--- src/rtl/tracklet_div_34s_18s_seq.sv ---
// tracklet_div_34s_18s_seq
// Sequential radix-2 restoring divider: 34-bit signed dividend by 18-bit signed
// divisor, yielding an 18-bit signed quotient (saturating) and an exact 18-bit
// signed remainder. One quotient bit per cycle behind an ap_start/ap_done handshake.
module tracklet_div_34s_18s_seq #(
  parameter int DIVIDEND_W = 34,
  parameter int DIVISOR_W  = 18
) (
  input  logic                  ap_clk,
  input  logic                  ap_rst,
  input  logic                  ap_start,
  output logic                  ap_ready,
  output logic                  ap_idle,
  output logic                  ap_done,
  input  logic [DIVIDEND_W-1:0] din0,
  input  logic [DIVISOR_W-1:0]  din1,
  output logic [DIVISOR_W-1:0]  dout_q,
  output logic [DIVISOR_W-1:0]  dout_r,
  output logic                  div_by_zero,
  output logic                  ovf
);

  localparam int                  LAST_ITER = DIVIDEND_W - 1;
  localparam logic [DIVISOR_W-1:0] Q_POS_SAT = {1'b0, {(DIVISOR_W-1){1'b1}}};
  localparam logic [DIVISOR_W-1:0] Q_NEG_SAT = {1'b1, {(DIVISOR_W-1){1'b0}}};
  // Largest quotient magnitudes representable for each result sign.
  localparam logic [DIVIDEND_W-1:0] MAG_POS_MAX = DIVIDEND_W'(Q_POS_SAT);
  localparam logic [DIVIDEND_W-1:0] MAG_NEG_MAX = DIVIDEND_W'(Q_NEG_SAT);

  typedef enum logic [1:0] {S_IDLE, S_CALC, S_DONE} state_t;

  state_t                 r_state;
  logic [DIVIDEND_W-1:0]  r_dvd;      // dividend bits shift out, quotient bits shift in
  logic [DIVISOR_W-1:0]   r_dsr;      // |divisor|
  logic [DIVISOR_W-1:0]   r_rem;      // partial remainder, always < |divisor|
  logic [5:0]             r_cnt;
  logic                   r_sign_n;
  logic                   r_sign_d;
  logic [DIVISOR_W-1:0]   r_q;
  logic [DIVISOR_W-1:0]   r_r;
  logic                   r_dz;
  logic                   r_ovf;

  logic [DIVIDEND_W-1:0]  w_abs_n;
  logic [DIVISOR_W-1:0]   w_abs_d;
  logic [DIVISOR_W:0]     w_rem_shift;
  logic                   w_ge;
  logic [DIVISOR_W-1:0]   w_rem_sub;
  logic [DIVISOR_W-1:0]   w_rem_next;
  logic [DIVIDEND_W-1:0]  w_quo_mag;
  logic                   w_q_neg;
  logic [DIVISOR_W-1:0]   w_q_fin;
  logic [DIVISOR_W-1:0]   w_r_fin;
  logic                   w_ovf_fin;

  assign w_abs_n = din0[DIVIDEND_W-1] ? (~din0 + DIVIDEND_W'(1)) : din0;
  assign w_abs_d = din1[DIVISOR_W-1]  ? (~din1 + DIVISOR_W'(1))  : din1;

  // One restoring step: the shifted remainder is 19 bits wide, but after a
  // successful subtract the result is below |divisor|, so the low 18 bits of
  // the difference are exact even though the subtract itself wraps.
  assign w_rem_shift = {r_rem, r_dvd[DIVIDEND_W-1]};
  assign w_ge        = w_rem_shift >= {1'b0, r_dsr};
  assign w_rem_sub   = w_rem_shift[DIVISOR_W-1:0] - r_dsr;
  assign w_rem_next  = w_ge ? w_rem_sub : w_rem_shift[DIVISOR_W-1:0];
  assign w_quo_mag   = {r_dvd[DIVIDEND_W-2:0], w_ge};
  assign w_q_neg     = r_sign_n ^ r_sign_d;

  // Apply signs and saturation to the final magnitudes of the last iteration.
  always_comb begin
    // NOTE: every always_comb output gets a default first so no path can infer a latch.
    w_q_fin   = w_quo_mag[DIVISOR_W-1:0];
    w_ovf_fin = 1'b0;
    if (!w_q_neg) begin
      if (w_quo_mag > MAG_POS_MAX) begin
        w_q_fin   = Q_POS_SAT;
        w_ovf_fin = 1'b1;
      end
    end else begin
      if (w_quo_mag > MAG_NEG_MAX) begin
        w_q_fin   = Q_NEG_SAT;
        w_ovf_fin = 1'b1;
      end else begin
        w_q_fin = ~w_quo_mag[DIVISOR_W-1:0] + DIVISOR_W'(1);
      end
    end
    w_r_fin = r_sign_n ? (~w_rem_next + DIVISOR_W'(1)) : w_rem_next;
  end

  // Control FSM, iteration datapath and registered result outputs.
  always_ff @(posedge ap_clk) begin
    if (ap_rst) begin
      // NOTE: only control state and visible outputs are reset; the datapath
      // registers are always loaded on capture before they are read.
      r_state <= S_IDLE;
      r_q     <= '0;
      r_r     <= '0;
      r_dz    <= 1'b0;
      r_ovf   <= 1'b0;
    end else begin
      // NOTE: sequential state uses non-blocking assignments so every register
      // samples pre-edge values regardless of statement order.
      unique case (r_state)
        S_IDLE: begin
          if (ap_start) begin
            r_dvd    <= w_abs_n;
            r_dsr    <= w_abs_d;
            r_sign_n <= din0[DIVIDEND_W-1];
            r_sign_d <= din1[DIVISOR_W-1];
            r_rem    <= '0;
            r_cnt    <= '0;
            if (din1 == '0) begin
              r_q     <= din0[DIVIDEND_W-1] ? Q_NEG_SAT : Q_POS_SAT;
              r_r     <= '0;
              r_dz    <= 1'b1;
              r_ovf   <= 1'b0;
              r_state <= S_DONE;
            end else begin
              r_state <= S_CALC;
            end
          end
        end
        S_CALC: begin
          r_rem <= w_rem_next;
          r_dvd <= w_quo_mag;
          r_cnt <= r_cnt + 6'd1;
          if (r_cnt == 6'(LAST_ITER)) begin
            r_q     <= w_q_fin;
            r_r     <= w_r_fin;
            r_dz    <= 1'b0;
            r_ovf   <= w_ovf_fin;
            r_state <= S_DONE;
          end
        end
        S_DONE: r_state <= S_IDLE;
        default: r_state <= S_IDLE;
      endcase
    end
  end

  assign ap_ready    = (r_state == S_IDLE) && ap_start;
  assign ap_idle     = (r_state == S_IDLE);
  assign ap_done     = (r_state == S_DONE);
  assign dout_q      = r_q;
  assign dout_r      = r_r;
  assign div_by_zero = r_dz;
  assign ovf         = r_ovf;

endmodule

--- config.mk ---
export PLATFORM = sky130hd
export DESIGN_NAME = tracklet_div_34s_18s_seq
export DESIGN_NICKNAME = d
export VERILOG_FILES = /design/src/rtl/tracklet_div_34s_18s_seq.sv
export SDC_FILE = /design/constraint.sdc
export NUM_CORES = 1
export LEC_CHECK = 0
export ABC_AREA = 1
export BUFFER_PORTS_ARGS = -buffer_cell sky130_fd_sc_hd__buf_4
export CAP_MARGIN = 20
export CORE_MARGIN = 3
export CORE_UTILIZATION = 50
export CTS_BUF_LIST = sky130_fd_sc_hd__clkbuf_2
export CTS_CLUSTER_DIAMETER = 80
export CTS_CLUSTER_SIZE = 16
export DETAILED_ROUTE_END_ITERATION = 6
export PLACE_DENSITY = 0.66
export SLEW_MARGIN = 20
export SYNTH_ARGS = -nofsm -noshare
export SYNTH_HDL_FRONTEND = slang
export SYNTH_SLANG_ARGS = --single-unit
--- constraint.sdc ---
create_clock -name ap_clk -period 7.4 [get_ports ap_clk]
set_input_delay 1.11 -clock ap_clk [delete_from_list [all_inputs] [get_ports ap_clk]]
set_output_delay 1.11 -clock ap_clk [all_outputs]
set_load 0.005 [all_outputs]
Word-level counts from Yosys, hierarchy flattened
Index checks and enable logic that the tools add are counted.
{"block": "op_classes", "bitwise_logic": 6, "addsub": 6, "n_mux": 37, "n_reduce_logical": 8, "eq_ne": 6, "order_cmp": 3}
{"op": "$mux 18", "count": 13}
{"op": "$pmux 18 s2", "count": 3}
{"op": "$mux 34", "count": 2}
{"op": "$pmux 34 s2", "count": 1}
{"op": "$add 18x1->18 const B", "count": 3}
{"op": "$not 18->18", "count": 3}
{"op": "$add 34x1->34 const B", "count": 1}
{"op": "$gt 34x17->1 const B", "count": 1}
{"op": "$gt 34x18->1 const B", "count": 1}
{"op": "$not 34->34", "count": 1}
{"op": "$ge 19x18->1", "count": 1}
{"op": "$logic_not 18->1", "count": 1}
{"op": "$sub 18x18->18", "count": 1}
{"op": "$mux 17", "count": 1}
{"op": "$pmux 6 s2", "count": 1}
{"op": "$mux 1", "count": 9}
{"op": "$add 6x1->6 const B", "count": 1}
{"op": "$eq 6x6->1 const B", "count": 1}
{"op": "$mux 2", "count": 3}
{"op": "$mux 6", "count": 1}
{"op": "$reduce_and 3->1", "count": 2}
{"op": "$ne 2x2->1 const B", "count": 2}
{"op": "$pmux 1 s2", "count": 2}
{"op": "$pmux 2 s2", "count": 1}
{"op": "10 further kinds", "count": 10}
{"block": "totals", "reg_bits": 118, "in_bits": 55, "output_inout_bits": 41}

Logic depth before layout (Yosys ltp)
Gate-level depths: netlist (run 1).
{"block": "logic_depth", "ltp_word": 7, "ltp_mapped": 24}

Worst setup path after synthesis (run 1)
OpenSTA, ideal clock, no wires.
{"block": "synth_path", "kind": "in2reg", "start": "input port ap_rst", "end": "register r_cnt[0], enable pin", "setup_time_ps": 561, "arrival_time_ps": 5729, "cell_stages": 3, "required_time_ps": 6839, "n_path_buf": 2, "slack_ps": 1110, "path_cell_list": "clkbuf_1 clkbuf_1 a211oi_1"}
{"block": "synth_via", "elab_chain_cells": 2}
{"element": "start: declaration", "line_no": "10", "text": "input logic ap_rst,"}
{"element": "$not 1->1 (no source line)"}
{"element": "$reduce_and 3->1 (no source line)"}
{"element": "end signal: assignment", "line_no": "126", "text": "r_cnt <= r_cnt + 6'd1;"}
{"element": "end: declaration", "line_no": "36", "text": "logic [5:0] r_cnt;"}
Every way passes these cells.
A chain may end at the register's enable or synchronous reset.

Worst setup path after layout (run 1)
{"block": "layout_path", "start": "register r_rem[5]", "end": "register r_q[15] (netlist: dout_q[15])"}
{"block": "layout_via", "elab_chain_cells": 7, "word_cells_on_any_way": 10}
{"element": "start: declaration", "line_no": "35", "text": "logic [DIVISOR_W-1:0] r_rem;"}
{"element": "start signal: assignment", "line_no": "124", "text": "r_rem <= w_rem_next;"}
{"element": "$ge 19x18->1 *", "line_no": "63", "text": "assign w_ge = w_rem_shift >= {1'b0, r_dsr};"}
{"element": "parallel branches: the longest is 3 deep, another holds $gt 34x17->1"}
{"element": "$mux 18 *", "line_no": "74", "text": "if (!w_q_neg) begin"}
{"element": "$mux 18 *", "line_no": "127", "text": "if (r_cnt == 6'(LAST_ITER)) begin"}
{"element": "$pmux 18 s2 *", "line_no": "103", "text": "unique case (r_state)"}
{"element": "end signal: assignment", "line_no": "113", "text": "r_q <= din0[DIVIDEND_W-1] ? Q_NEG_SAT : Q_POS_SAT;"}
{"element": "end signal: assignment", "line_no": "128", "text": "r_q <= w_q_fin;"}
{"element": "end: declaration", "line_no": "39", "text": "logic [DIVISOR_W-1:0] r_q;"}
Every way passes the cells marked *. The select of a mux whose other input is x is not followed.

==> run_results.csv, run 1 <==
group,metric,value,unit
outcome,status,"finished clean",
place,portBuffers,95,
timing,finalSetupViolCount,0,
clock_tree,numCtsBuffers,17,
place,dp_hpwl,16100,um
pwr,irDropWorstVdd,125,uV
yosys,synth_ff_type,"edfxtp_1",
route,drc_errors,0,
clock_tree,cts_root_buf,"clkbuf_2",
clock_tree,cts_resized,0,
timing,hold_viol,0,
route,wl_per_cell,14.5,um
setup_path,worst_setup_path_start_kind,"flip-flop",
global_route,grt_remaining_overflow,0,
clock_tree,htreeDepth,4,
yosys,syn_area,8360,um2
pwr,p_total,0.00237,W
yosys,synth-seq-cells,118,
layout,multi_input_comb_area,4530,um2
die,coreArea,16100,um2
pwr,power.density,251,nW/um2
clock_tree,cts_tree,"yes",
yosys,synth-seq-area-share,37.6,%
global_route,grt_usage,24.0,%
yosys,syn_nets,1239,
layout,seq_area,3140,um2
timing,tightest_slew,739,ps
clock_tree,insertion_delay,720,ps
die,row_count,46,
job,drv_cap,0,
timing,timing.fmax,239,MHz
hold_path,hold_path.class,"reg2reg",
setup_path,crit_arrival,4830,ps
setup_path,r2r_setup_slack,3220,ps
route,finalWirelength,21400,um
global_route,antenna_found_initial,1,
clock_tree,ctsHoldBuffers,0,
timing,rsz0062_at_grt,"no",
clock_tree,postCtsSetupRepairBufs,0,
yosys,synth_cell_types,49,
layout,stdcell_count,1472,
clock_tree,ctsLongestPathBuffers,2,
layout,num-nets-final,1322,
die,die_w,135,um
clock_tree,numClockSinks,118,
yosys,synth-edff-count,78,
die,pin_count,96,
setup_path,crit_path_end_kind,"flip-flop",
setup_path,cp_max_fo,35,
timing,setup-tns-final,0,ps
clock_tree,clkTransAtPathRegs,220,ps
timing,post-route-period-util,56.6,%
global_route,grt_pass1_vias,7153,
route,num_vias,7756,
setup_path,setup.worst_path.class,"reg2reg",
yosys,yosys_warnings,0,
die,dieArea,18300,um2
place,gp_congestion,0.903,
route,drtIter0Drc,689,
timing,finClkSkew,47.1,ps
yosys,synthArstFlopShare,0,%
setup_path,critPathRequiredTime,8050,ps
place,dp_cells,1438,
layout,syn_to_final_growth,13.2,%
layout,drive_gt1_share,14.9,%
yosys,syn_area_per_cell,7.21,um2
global_route,grt_pass1_wl,35300,um
pwr,p_leak,4.29,nW
layout,fill_cells,1599,
die,start_util,51.8,%
route,routed_via_density,5.27,
timing,slew_headroom,50.7,%
route,ant_nets,0,
timing,finalWorstPathRequiredPeriod,4180,ps
timing,slew_viol_final,0,
global_route,grt_max_degree,85,
die,die_h,135,um
yosys,netlist_instances,1159,
route,drtPass1Iterations,5,
## path summary, 6_finish.rpt
path,startpoint,endpoint,cells past startpoint
min reg2reg,dout_q[8]$_SDFFE_PP0P_,dout_q[8]$_SDFFE_PP0P_,2
max,r_rem[5]$_SDFFCE_PN0P_,dout_q[15]$_SDFFE_PP0P_,22
min,dout_q[8]$_SDFFE_PP0P_,dout_q[8]$_SDFFE_PP0P_,2
max reg2reg,r_rem[5]$_SDFFCE_PN0P_,dout_q[15]$_SDFFE_PP0P_,22
## through the flow
step / setup WS [ps] / cell area (um2) / hold slack, ps / util [%]
floorplan: 1110 / 8360 / 457 / -
global placement: 3500 / 9200 / 454 / 57.1
detailed placement: 3370 / 9200 / 456 / 57.1
CTS: 3270 / 9440 / 478 / 58.6
global route: 2800 / 9460 / 504 / 58.7
finish: 3220 / 9460 / 475 / 58.7
## placed cells by master (no fill, tap or decap), types with 20 or more instances in the layout
cell / Yosys / layout
nand2_1: 334 / 333
inv_1: 132 / 131
nor2_1: 119 / 118
buf_4: 2 / 99
nand3_1: 81 / 81
edfxtp_1: 78 / 78
o21ai_0: 68 / 68
a21oi_1: 59 / 59
xor2_1: 47 / 47
dfxtp_1: 40 / 40
ha_1: 24 / 24
clkbuf_2: 0 / 21
xnor2_1: 20 / 20
## sequential cells by signal, summed over array words and instances (netlist names)
signal	count
r_dsr	18
dout_q	18
r_sign_n	1
r_dvd	34
dout_r	18
div_by_zero	1
r_cnt	6
r_state	2
r_sign_d	1
r_rem	18
ovf	1
## power by group
group | switching, W | internal [W]
registers | 0.0000779 | 0.000841
clock network | 0.000258 | 0.000191
logic | 0.000669 | 0.000338
total | 0.00100 | 0.00137
## per-layer routing
metal / vias to the layer above / GRT usage [%] / wire length, um / part of all wire [%]
met1: 3517 / 36.2 / 10600 / 50
met4: 0 / 6.27 / 245 / 1.1
met3: 25 / 4.83 / 1510 / 7.1
li1: 3937 / - / - / -
met5: - / 0 / 0 / 0
met2: 277 / 35.2 / 8970 / 42
## synthesized netlist by cell type, drive strengths merged, types with 20 or more instances
cell	n	area share, %
edfxtp	78	28
ha	24	3.6
nand2	348	16
o21ai	75	4.5
xnor2	20	2.1
nor2	129	6.4
clkbuf	24	1.2
dfxtp	40	9.6
a21oi	60	3.7
inv	138	6.2
xor2	47	4.9
nand3	86	5.6
## critical path, stage by stage, from the launching register on
cell and delay [ps]:
edfxtp_1 470, ha_1 350, nand2_1 110, inv_1 70, nand2_1 70, nand2_1 50
nand2_1 120, nand2_1 80, nand2_2 70, nand4_4 450, inv_2 260, ha_1 230
nand4_1 160, nor2_1 170, and3_1 210, nand4_1 120, nand2_1 150, nand2_1 250
inv_1 290, o211ai_1 140, nand3_1 80, nand2_1 60, a21oi_1 120
## area by class of cell
type / count / area share (%)
clock buffers: 21 / 1.11
diodes: 1 / 0.0265
multi-input cells: 866 / 47.9
well taps: 216 / 2.86
repair buffers: 100 / 7.98
flip-flops and latches: 118 / 33.2
inverters: 139 / 5.52
clock inverters: 11 / 1.42
## logic make-up (layout without fill, tap and decap cells)
kind of cell	Yosys count	in the layout	share of synthesized area (%)
fa+ha+maj	25	25	3.83
xor+xnor	67	67	7.02
flops	118	118	37.6
compound gates	160	160	10.7
other cells	0	1	0
buf+inv	175	271	8.48
simple gates	614	614	32.3
No activity file was read; power rests on OpenSTA's default activity.
==> run 2: changes to the inputs <==
--- a/config.mk
+++ b/config.mk
@@ -5,7 +5,7 @@
 export SDC_FILE = /design/constraint.sdc
 export NUM_CORES = 1
 export LEC_CHECK = 0
-export ABC_AREA = 1
+export ABC_AREA = 0
 export BUFFER_PORTS_ARGS = -buffer_cell sky130_fd_sc_hd__buf_4
 export CAP_MARGIN = 20
 export CORE_MARGIN = 3
==> constraint.sdc (replaced) <==
create_clock -name ap_clk -period 4.3 [get_ports ap_clk]
set_input_delay 0.645 -clock ap_clk [delete_from_list [all_inputs] [get_ports ap_clk]]
set_output_delay 0.645 -clock ap_clk [all_outputs]
set_load 0.005 [all_outputs]
==> run 2 against run 1 <==
  * Critical path depth down 3
  * Area after synthesis fell by 7.6%
  * Utilization increased by 5.3 points
  * Fmax hardly changed
  * Sequential power grew 50%
  * Final cell count shrank 18%
  * Register-to-register slack got worse by 3100 ps
  * Sequential share of layout area is 0.066 points lower
  * Non-clock buffer count up 53
  * Power grew 24%
  * Critical endpoint is now dout_q[16]$_SDFFE_PP0P_
  * Critical path type unchanged
  * Worst hold slack worse by 340 ps
==> run_results.csv, run 2 <==
group,metric,value,unit
route,route.met2.wl,9700,um
route,routed_via_density,5.91,
route,drtPass1Iterations,7,
yosys,synth_cell_types,73,
layout,top_register,"r_dvd",
place,dp_cells,1160,
setup_path,cp_max_fo,6,
place,portBuffers,95,
place,gp_congestion,0.915,
yosys,synth.area.top_cells,"edfxtp_1, dfxtp_1, o21ai_0",
die,coreArea,14800,um2
layout,num-nets-final,1088,
setup_path,r2r_cells,19,
pwr,irDropWorstVdd,177,uV
timing,slew_headroom,11.5,%
clock_tree,numClockSinks,118,
die,dieArea,17000,um2
route,wl_per_cell,17.7,um
layout,stdcell_count,1206,
hold_path,hold_path.class,"in2reg",
route,finalWirelength,21400,um
outcome,status,"finished clean",
yosys,synth_area_leader_cell,"edfxtp_1",
yosys,synthSimpleGateAreaFrac,20.2,%
die,row_count,44,
setup_path,worst_setup_path_start_kind,"flip-flop",
yosys,synthMuxAreaShare,1.30,%
setup_path,rr_startpoint,"r_dsr[2]$_DFFE_PP_",
timing,finClkSkew,25.0,ps
layout,final_util,64.0,%
yosys,syn_area,7720,um2
yosys,syn_nets,957,
pwr,power.density,311,nW/um2
layout,final_area,9480,um2
route,num_vias,7132,
setup_path,crit_arrival,4850,ps
clock_tree,clkTransAtPathRegs,190,ps
setup_path,setup.worst_path.class,"reg2reg",
hold_path,min-delay-start,"din1[0]",
yosys,synth-edff-count,78,
yosys,synth-seq-area-share,40.7,%
global_route,grt_max_degree,59,
timing,whs,130,ps
route,drtIter0Drc,466,
pwr,p_leak,3.62,nW
yosys,syn_area_per_cell,8.80,um2
yosys,synth_fa_ha_area_share,4.15,%
global_route,grt_remaining_overflow,0,
yosys,netlist_instances,877,
job,drv_cap,0,
clock_tree,numCtsBuffers,17,
route,wl_met3,1130,um
global_route,grt_pass1_vias,6749,
pwr,p_total,0.00295,W
yosys,synth-seq-cells,118,
place,placed_area,8960,um2
timing,timing.fmax,239,MHz
layout,mostFrequentLayoutCells,"buf_4, o21ai_0, nand2_1",
die,die_w,130,um
layout,syn_to_final_growth,22.8,%
clock_tree,cts_root_buf,"clkbuf_2",
yosys,synth_ff_type,"edfxtp_1",
yosys,synth_top_area_share,30.3,%
timing,post-route-period-util,97.4,%
timing,finalSetupViolCount,0,
clock_tree,htreeDepth,4,
clock_tree,ctsLongestPathBuffers,2,
layout,drive_gt1_share,24.3,%
clock_tree,cts_tree,"yes",
layout,fill_cells,1262,
route,drt-met1-wl,10100,um
setup_path,critPathRequiredTime,4970,ps
layout,mostFrequentLayoutCell,"buf_4",
timing,hold_viol,0,
route,drc_errors,0,
route,highest_layer,"met4",
timing,tightest_slew,1320,ps
timing,finalWorstPathRequiredPeriod,4190,ps
layout,largest_register_ffs,34,
yosys,post-synth-top-count-cell,"o21ai_0",
die,start_util,52.1,%
timing,slew_viol_final,0,
global_route,grt_pass1_wl,33800,um
place,dp_hpwl,15500,um
hold_path,hold_path_depth,1,
yosys,synth_top_family_by_area,"compound AO/OA/AOI/OAI gates",
route,ant_nets,0,
yosys,synthTopCellsByCount,"o21ai_0, nand2_1, edfxtp_1, nor2_1, a21oi_1",
global_route,antenna_found_initial,1,
yosys,synth_compound_area_share,20.6,%
yosys,yosys_warnings,0,
clock_tree,ctsHoldBuffers,0,
yosys,synthArstFlopShare,0,%
setup_path,crit_start,"r_dsr[2]$_DFFE_PP_",
setup_path,crit_path_end_kind,"flip-flop",
global_route,grt_usage,25.3,%
die,die_h,130,um
yosys,synth_xor_area_share,8.62,%
clock_tree,insertion_delay,720,ps
die,pin_count,96,
-- run 2: per-stage QoR --
stage               TNS [ps]  setup WS [ps]
floorplan               -415          -66.9
global placement           0           85.9
detailed placement     -17.2          -17.2
CTS                        0           12.6
global route            -391          -80.0
finish                     0            113
-- run 2: what timing repair did --
item,in CTS,in global routing
gates cloned,0,0
endpoints found under the setup margin,4,19
buffers inserted,1,12
pin swaps,1,13
resized for setup,2,38
-- run 2: path summary, 6_finish.rpt --
kind	to	slack [ps]
setup / recovery	dout_q[16]$_SDFFE_PP0P_	110
hold / removal	r_dsr[0]$_DFFE_PP_	130
setup reg to reg	dout_q[16]$_SDFFE_PP0P_	110
hold reg to reg	dout_q[6]$_SDFFE_PP0P_	460
-- run 2: critical path: stages (launching register included) --
cell,delay (ps)
edfxtp_1,400
inv_1,70
ha_2,270
nor2_1,120
a21oi_1,70
buf_4,170
a221oi_4,300
o211ai_1,210
inv_2,130
ha_4,130
or3b_4,370
or3_4,340
or4_4,410
a21o_1,200
or2_4,270
buf_6,150
o31ai_4,190
a21oi_2,80
a2bb2oi_1,150
nor2_1,100
-- run 2: routing by layer --
metal,up-vias,GRT usage (%)
met1,3383,35.8
met2,217,39.1
met5,-,0
met3,43,4.13
met4,0,9.11
li1,3489,-
-- run 2: logic make-up (layout without fill, tap and decap cells) --
logic type / after synthesis / in the layout
buf+inv: 82 / 226
fa+ha+maj: 25 / 25
mux: 10 / 10
simple gates: 310 / 310
flops: 118 / 118
compound gates: 256 / 256
xor+xnor: 76 / 76
other cells: 0 / 1
-- run 2: area by class of cell --
type | instances | area, um2 | share of cell area, %
sequential | 118 | 3140 | 33.2
tap | 184 | 230 | 2.43
antenna | 1 | 2.50 | 0.0264
inverter | 41 | 154 | 1.62
multi-input combinational | 677 | 4550 | 48.0
clock buffer | 20 | 100 | 1.06
timing repair buffer | 153 | 1170 | 12.3
clock inverter | 12 | 131 | 1.39
-- run 2: power breakdown --
group | internal, W | switching, W
registers | 0.00131 | 0.0000684
clock network | 0.000271 | 0.000456
logic | 0.000365 | 0.000479
total | 0.00194 | 0.00100
